## config.mk

```make
export PLATFORM = sky130hd
export DESIGN_NAME = vga_timing_gen
export DESIGN_NICKNAME = d
export VERILOG_FILES = /design/src/rtl/vga_timing_gen.sv
export SDC_FILE = /design/constraint.sdc
export NUM_CORES = 1
export LEC_CHECK = 0
export ABC_AREA = 1
export ABC_CLOCK_PERIOD_IN_PS = 1350
export BUFFER_PORTS_ARGS = -buffer_cell sky130_fd_sc_hd__buf_2
export CORE_UTILIZATION = 50
export CTS_BUF_LIST = sky130_fd_sc_hd__clkbuf_8
export DETAILED_ROUTE_END_ITERATION = 7
export PLACE_DENSITY_LB_ADDON = 0.08
export SLEW_MARGIN = 40
export SYNTH_ARGS = -nofsm -noshare
export SYNTH_HDL_FRONTEND = slang
export SYNTH_SLANG_ARGS = --single-unit
```

## constraint.sdc

```tcl
create_clock -name clk -period 1.35 [get_ports clk]
set_input_delay 0.135 -clock clk [delete_from_list [all_inputs] [get_ports clk]]
set_output_delay 0.135 -clock clk [all_outputs]
set_load 0.01 [all_outputs]
```

## src/rtl/vga_timing_gen.sv

```systemverilog
// vga_timing_gen
//   VGA raster timing generator with a built-in pixel-clock enable divider.
//   A divider produces a one-clk pix_tick every CLK_DIV system clocks; the
//   horizontal/vertical counters advance on pix_tick edges, and a registered
//   output stage produces sync, blanking flag and blanked colour that lag the
//   coordinates by exactly one pixel.
//
// Ports
//   clk          system clock
//   reset        asynchronous, active-high reset
//   enable       run when high; low returns synchronously to the reset state
//   rgb_in       pixel colour for the current hcount/vcount (from drawing logic)
//   pix_tick     pixel-rate enable, one clk wide
//   hcount       current pixel column, 0..H_TOTAL-1
//   vcount       current line, 0..V_TOTAL-1
//   line_start   one clk pulse when hcount wraps to 0
//   frame_start  one clk pulse when hcount and vcount both wrap to 0
//   hsync        horizontal sync (active level HS_POL), registered
//   vsync        vertical sync (active level VS_POL), registered
//   video_on     visible-region flag, registered
//   rgb          colour to DAC, 0 outside the visible region
module vga_timing_gen #(
  parameter int CLK_DIV  = 4,
  parameter int H_ACTIVE = 640,
  parameter int H_FP     = 16,
  parameter int H_SYNC   = 96,
  parameter int H_BP     = 48,
  parameter int V_ACTIVE = 480,
  parameter int V_FP     = 10,
  parameter int V_SYNC   = 2,
  parameter int V_BP     = 33,
  parameter bit HS_POL   = 1'b0,
  parameter bit VS_POL   = 1'b0,
  parameter int CNT_W    = 10,
  parameter int RGB_W    = 12
) (
  input  logic             clk,
  input  logic             reset,
  input  logic             enable,
  input  logic [RGB_W-1:0] rgb_in,
  output logic             pix_tick,
  output logic [CNT_W-1:0] hcount,
  output logic [CNT_W-1:0] vcount,
  output logic             line_start,
  output logic             frame_start,
  output logic             hsync,
  output logic             vsync,
  output logic             video_on,
  output logic [RGB_W-1:0] rgb
);

  localparam int H_TOTAL = H_ACTIVE + H_FP + H_SYNC + H_BP;
  localparam int V_TOTAL = V_ACTIVE + V_FP + V_SYNC + V_BP;
  localparam int DIV_W   = (CLK_DIV > 1) ? $clog2(CLK_DIV) : 1;

  localparam logic [DIV_W-1:0] DIV_LAST = DIV_W'(CLK_DIV - 1);
  localparam logic [CNT_W-1:0] H_LAST   = CNT_W'(H_TOTAL - 1);
  localparam logic [CNT_W-1:0] V_LAST   = CNT_W'(V_TOTAL - 1);
  localparam logic [CNT_W-1:0] H_VIS    = CNT_W'(H_ACTIVE);
  localparam logic [CNT_W-1:0] V_VIS    = CNT_W'(V_ACTIVE);
  localparam logic [CNT_W-1:0] HS_BEG   = CNT_W'(H_ACTIVE + H_FP);
  localparam logic [CNT_W-1:0] HS_END   = CNT_W'(H_ACTIVE + H_FP + H_SYNC);
  localparam logic [CNT_W-1:0] VS_BEG   = CNT_W'(V_ACTIVE + V_FP);
  localparam logic [CNT_W-1:0] VS_END   = CNT_W'(V_ACTIVE + V_FP + V_SYNC);

  logic [DIV_W-1:0] div;
  logic [DIV_W-1:0] div_next;
  logic             h_last;
  logic             v_last;
  logic             visible;
  logic             in_hsync;
  logic             in_vsync;

  always_comb begin
    div_next = (div == DIV_LAST) ? '0 : div + 1'b1;
    h_last   = (hcount == H_LAST);
    v_last   = (vcount == V_LAST);
    visible  = (hcount < H_VIS) && (vcount < V_VIS);
    in_hsync = (hcount >= HS_BEG) && (hcount < HS_END);
    in_vsync = (vcount >= VS_BEG) && (vcount < VS_END);
  end

  // pix_tick is registered from the divider's next value so that it is high
  // exactly while div == CLK_DIV-1 (and constantly high once running when
  // CLK_DIV == 1), yet still comes straight from a flop.
  always_ff @(posedge clk or posedge reset) begin
    if (reset) begin
      div         <= '0;
      pix_tick    <= 1'b0;
      hcount      <= '0;
      vcount      <= '0;
      line_start  <= 1'b0;
      frame_start <= 1'b0;
      hsync       <= ~HS_POL;
      vsync       <= ~VS_POL;
      video_on    <= 1'b0;
      rgb         <= '0;
    end else if (!enable) begin
      div         <= '0;
      pix_tick    <= 1'b0;
      hcount      <= '0;
      vcount      <= '0;
      line_start  <= 1'b0;
      frame_start <= 1'b0;
      hsync       <= ~HS_POL;
      vsync       <= ~VS_POL;
      video_on    <= 1'b0;
      rgb         <= '0;
    end else begin
      div         <= div_next;
      pix_tick    <= (div_next == DIV_LAST);
      line_start  <= 1'b0;
      frame_start <= 1'b0;
      if (pix_tick) begin
        if (h_last) begin
          hcount     <= '0;
          line_start <= 1'b1;
          if (v_last) begin
            vcount      <= '0;
            frame_start <= 1'b1;
          end else begin
            vcount <= vcount + 1'b1;
          end
        end else begin
          hcount <= hcount + 1'b1;
        end
        // Output stage samples the pre-edge coordinates: one pixel of lag.
        video_on <= visible;
        hsync    <= in_hsync ? HS_POL : ~HS_POL;
        vsync    <= in_vsync ? VS_POL : ~VS_POL;
        rgb      <= visible ? rgb_in : '0;
      end
    end
  end

endmodule

```

==> metrics.txt, run 1 <==
status=finished clean; final core utilization=between 70 and 80%; maximum vdd drop=0.000463 V; worst min path class=input port to flip-flop; Crit Path Category=flip-flop to flip-flop; Initial DRC Count=149; Synthesis Warnings=0; Fin Clk Skew=around 0.0063 ns; Clock transition at path regs=0.08 ns; Worst Path Arrival=approximately 1.6 ns; pwr dens=789 nW/um2; EDFF count, synth=0; H-tree lvl count=2; # rows=23; Clock Latency Late Sink=0.29 ns; fill cell count=about 330; Final Wtd Congestion=0.867; overall routed net length=5060 um; share of cells above drive strength 1=41.7%; top cell type by total area after synthesis=dfrtp_1; max cap viols=0; Tightest Pin Transition=~0.26 ns; vias in the first global route=1807; Fmax=743 MHz; Vias=1987; IO Port Bufs=52; Rel. slew slack=82.8%; Crit Path Max Fanout=6; post-synth top area share=between 40% and 50%; DRC viols=0; minimum clock period after layout=roughly 1.3 ns; first-pass GRT wire length=7980 um; sequential element share of the synthesized area=47.4%; CP required=1.56 ns; overall global routing resource usage=between 20% and 30%; GRT overflow=0; Final ANT Viol Nets=0; Slew Limit Fails=0; CTS Buf Count=5; Die W=67.1 um; Leakage=between 1.5 and 2 nW; placed cell area=2670 um2; Yosys cell types=33; RSZ-0062 raised after global routing=true; # IOs=53; Non-Filler Cell Area, Final=2870 um2; area of the mapped netlist=2120 um2; starting density of the core=52.5%; ys async rst share=100%; Vias/cell=5.06; antenna diode count=0; pin count of the biggest net entering global routing=41; Tcrit/Tclk final=~100%; CTS root buffer=clkbuf_8; largest cells by area after synthesis=dfrtp_1, nand2_1, nand3_1; HPWL after DPL=3760 um; die area=4500 um2; Fin. Hold Viols=0; #FFs+latches synth=40; crit start category=flip-flop; Total Power=2.27 mW; Worst setup EP type=flip-flop; clock sinks=40; setup violators final=0; chip height=between 60 and 70 um; Syn-to-layout area delta=35.7%; CTS tree=done; mean post-synth cell area=roughly 8.5 um2; Pre-Repair DR Iteration Count=4; CORE AREA=4030 um2; wire per inst=12.9 um; Max Buffers Root-to-Sink=2; initial antenna violation count=0; Syn Inst Count=250; Nets=approximately 360; Mapped Nets=271; smallest hold slack=0.0707 ns; Main synth FF type=dfrtp_1
-- critical path, cell delays in order (launching register included) --
cell     delay [ns]
dfrtp_1        0.39
ha_2           0.20
inv_2          0.06
nor2_4         0.04
nand4_1        0.10
nand2_2        0.12
buf_6          0.17
nor3b_2        0.18
-- where the power goes --
group / internal [mW] / switching, mW / total [mW] / leakage, nW
Clock: 0.402 / 0.406 / 0.808 / 0.0538
Combinational: 0.0882 / 0.128 / 0.216 / 0.928
Sequential: 1.23 / 0.0166 / 1.24 / 0.543
-- cells in the mapped netlist (3+ instances only) --
library cell	n
inv_1	30
nor2_2	5
ha_1	6
o21ai_2	6
nand4_1	15
nand2_2	5
buf_2	4
nand2_1	59
nor2_1	19
dfrtp_1	38
xor2_1	3
nor2_4	3
o21ai_0	7
nand3_1	24
-- metal layers --
metal / vias to the layer above / global-route usage [%] / part of all wire [%]
li1: 997 / - / -
met1: 933 / 30.2 / 46
met2: 48 / 38.5 / 49
met3: 9 / 6.16 / 4.0
met4: 0 / 9.57 / 1.5
met5: - / 0 / 0
-- logic make-up after synthesis --
kind of cell / after synthesis / share of synthesized area (%)
AOI/OAI and AO/OA: 21 / 6.51
xor gates and xnor gates: 3 / 1.24
adders and majority gates: 6 / 3.55
buffers and inverters: 40 / 8.75
DFF: 40 / 47.4
and+or+nand+nor: 140 / 32.5
-- layout make-up --
class                           instances  area [um2]  area share [%]
Sequential cell                        40        1010            35.1
Multi-Input combinational cell        170         996            34.7
Timing Repair Buffer                   93         594            20.7
Inverter                               32         120            4.18
Clock buffer                            6        82.6            2.88
Tap cell                               50        62.6            2.18
Clock inverter                          2        7.51           0.262
-- worst paths after layout --
| kind | cells after the start | start | endpoint | slack, ns |
|---|---|---|---|---|
| setup / recovery | 7 | hcount[1]$_DFFE_PP0P_ | hcount[8]$_DFFE_PP0P_ | 0.004 |
| hold / removal | 3 | rgb_in[0] | rgb[0]$_DFFE_PP0P_ | 0.07 |
| setup reg to reg | 7 | hcount[1]$_DFFE_PP0P_ | hcount[8]$_DFFE_PP0P_ | 0.004 |
| hold reg to reg | 1 | div[0]$_DFF_PP0_ | div[0]$_DFF_PP0_ | 0.46 |
| max in group asynchronous | 4 | reset | vsync$_DFFE_PP1P_ | 0.63 |
| min in group asynchronous | 4 | reset | frame_start$_DFF_PP0_ | 0.46 |
-- metrics by stage --
step,setup WS (ns),setup TNS [ns],instances
2_1_floorplan,-0.0186,-0.168,250
3_3_place_gp,0.0328,0,381
3_5_place_dp,-0.0304,-0.0662,381
4_1_cts,0.00822,0,391
5_1_grt,-0.0499,-0.408,393
6_report,0.00411,0,393
-- cell usage in the layout (no fill, tap or decap), types with 6 or more instances in the layout --
| master | count |
|---|---|
| inv_1 | 30 |
| nand4_1 | 15 |
| nor2_4 | 6 |
| nand3_1 | 23 |
| nor2_2 | 7 |
| buf_4 | 36 |
| o21ai_2 | 7 |
| buf_2 | 52 |
| nand2_1 | 57 |
| dfrtp_1 | 35 |
| clkbuf_8 | 6 |
| nor2_1 | 14 |
-- what timing repair did --
action	4_1_cts	5_1_grt
gates resized for setup	2	24
pin swaps	1	7
setup buffers	1	2
hold endpoints to repair	38	0
endpoints found under the setup margin	7	24
hold buffers	1	0
-- registers in the layout (all words and copies together), names as in the netlist --
register	flops
video_on	1
div	2
vcount	10
rgb	12
pix_tick	1
hsync	1
frame_start	1
line_start	1
hcount	10
vsync	1
No activity file was read; power rests on OpenSTA's default activity.
==> inputs of run 2 (changes only) <==
- CORE_MARGIN: unset -> 5
- SETUP_SLACK_MARGIN: unset -> 0.5
==> run 2 against run 1 <==
The flow now finishes with violations (hold timing, setup timing). Clock power rose by 23%. Register-to-register slack worse by 0.06 ns. Die area rose by 25%. Critical path depth up 1. Worst setup slack lost 0.060 ns. Sequential share of layout area is 6.5 points lower. Non-clock buffer count is 21 higher. Sequential power about the same. Worst hold slack worse by 0.26 ns. Utilization is 16 points higher. Critical path type unchanged. Final cell count rose by 5.6%.
==> metrics.txt, run 2 (same netlist as run 1, synthesis figures left out) <==
status=complete, but fails checks; violated checks=hold timing, setup timing; die area=5630 um2 (+25%); Pre-Repair DR Iteration Count=4 (unchanged); Nets=385 (+6.1%); CTS Buf Count=5 (unchanged); Top Registers=rgb (12), hcount (10), vcount (10); minimum clock period after layout=1.41 ns (+0.0603 ns); Final ANT Viol Nets=0 (unchanged); Clock Latency Late Sink=0.30 ns (about the same); starting density of the core=52.1% (-0.37 points); Tightest Pin Transition=0.388 ns (+0.130 ns); first-pass GRT wire length=10300 um (+29%); Max Buffers Root-to-Sink=2 (unchanged); Worst setup EP type=flip-flop; Non-Filler Cell Area, Final=3550 um2 (+24%); smallest hold slack=-0.187 ns (-0.257 ns); maximum vdd drop=0.000548 V (+18%); CP required=1.59 ns (+0.03 ns); Vias=2306 (+16%); Crit Path Max Fanout=3 (-3); Crit Path Category=flip-flop to flip-flop; pre-CTS setup slack=-0.0412 ns (-0.0108 ns); DRC viols=0 (unchanged); CORE AREA=4060 um2 (+0.71%); setup TNS=-0.515 ns (-0.515 ns); antenna diode count=0 (unchanged); most frequent cells in the layout=nand2_1, buf_6, buf_4; final worst slack=-0.0562 ns (-0.0603 ns); Initial DRC Count=165 (+11%); Die W=75.1 um (+12%); Most flops, register=rgb; Final Wtd Congestion=0.927 (+6.9%); placed cell area=2720 um2 (+1.9%); # rows=23 (unchanged); Worst Path Arrival=1.64 ns (+0.08 ns); Fin Clk Skew=0.00625 ns (-0.0000875 ns); overall global routing resource usage=24.3% (+0.39 points); final core utilization=87.5% (+16 points); fill cell count=177 (-47%); crit start category=flip-flop; H-tree lvl count=2 (unchanged); Leakage=1.71 nW (+12%); Vias/cell=5.56 (+9.9%); Fmax=711 MHz (-4.3%); CTS root buffer=clkbuf_8; wire per inst=17.4 um (+35%); share of cells above drive strength 1=59.7% (+18 points); RSZ-0062 raised after global routing=true; worst min path class=input port to async pin; CTS tree=done; Rel. slew slack=74.1% (-8.7 points); HPWL after DPL=3940 um (+4.7%); max cap viols=0 (unchanged); clock sinks=40 (unchanged); Syn-to-layout area delta=67.8%; # IOs=53 (unchanged); chip height=75.1 um (+12%); GRT overflow=0 (unchanged); overall routed net length=7230 um (+43%); commonest non-fill, non-tap cell in the layout=nand2_1; Clock transition at path regs=0.08 ns (about the same); IO Port Bufs=52 (unchanged); Tcrit/Tclk final=104% (+4.5 points); pin count of the biggest net entering global routing=27 (-34%); vias in the first global route=2170 (+20%); Slew Limit Fails=0 (unchanged); setup violators final=14 (+14); pwr dens=717 nW/um2 (-9.2%); Fin. Hold Viols=13 (+13); initial antenna violation count=0 (unchanged); max reg flops=12 (unchanged)
==> run 2: cell types whose count changed in the layout (fill, tap and decap cells not counted), sizes merged <==
cell         previous run  this run
clkinv                  0         1
inv                    34        31
bufinv                  0         1
and3                    2         3
clkinvlp                0         2
buf                    92       114
dlygate4sd3             1         0
clkbuf                  6         5
==> run 2: power by group <==
part | internal, mW | total, mW | switching [mW] | leakage (nW)
clock | 0.547 | 0.997 | 0.449 | 0.0541
combinational | 0.136 | 0.298 | 0.162 | 1.12
sequential | 1.22 | 1.25 | 0.0249 | 0.531
==> run 2: what timing repair did <==
| action | CTS | global route |
|---|---|---|
| hold endpoints to repair | 13 | 13 |
| endpoints found under the setup margin | 77 | 78 |
| setup buffers | 20 | 14 |
| pin swaps | 18 | 16 |
| cloned | 2 | 0 |
| resized for setup | 62 | 48 |
==> run 2: metal layers <==
metal  track usage (%)  up-vias  part of all wire, %
met3              5.87       23                  7.5
met1              29.2     1133                   38
met4              10.9        0                  3.0
met5                 0        -                    0
met2              41.1      102                   51
li1                  -     1048                    -
==> run 2: worst paths after layout <==
path	slack, ns	end	cells past startpoint	start
setup / recovery	-0.06	vcount[4]$_DFFE_PP0P_	8	vcount[1]$_DFFE_PP0P_
hold / removal	-0.19	vcount[0]$_DFFE_PP0P_	2	reset
setup reg to reg	-0.06	vcount[4]$_DFFE_PP0P_	8	vcount[1]$_DFFE_PP0P_
hold reg to reg	0.48	rgb[5]$_DFFE_PP0P_	2	rgb[5]$_DFFE_PP0P_
max in group asynchronous	1.03	hsync$_DFFE_PP1P_	3	reset
min in group clk	0.06	rgb[5]$_DFFE_PP0P_	3	rgb_in[5]
==> run 2: final cells by class <==
class	instances	area [um2]	area share (%)
Clock inverter	3	42.5	1.20
Sequential cell	40	1020	28.6
Inverter	32	131	3.70
Multi-Input combinational cell	171	1220	34.5
Timing Repair Buffer	114	1000	28.3
Clock buffer	5	68.8	1.94
Tap cell	50	62.6	1.76
==> run 2: per-stage QoR <==
stage,instances,total power [mW]
after floorplan,250,1.39
after global placement,371,1.48
after detailed placement,371,1.48
after CTS,401,2.52
after global routing,415,2.64
final,415,2.54
==> run 2: worst max-delay path, cell delays in order, from the launching register on <==
cell     delay, ns
dfrtp_1       0.43
ha_2          0.21
nand2_2       0.08
buf_4         0.15
o21ai_2       0.13
nand2_1       0.09
inv_1         0.07
nand4_1       0.11
o21ai_2       0.07
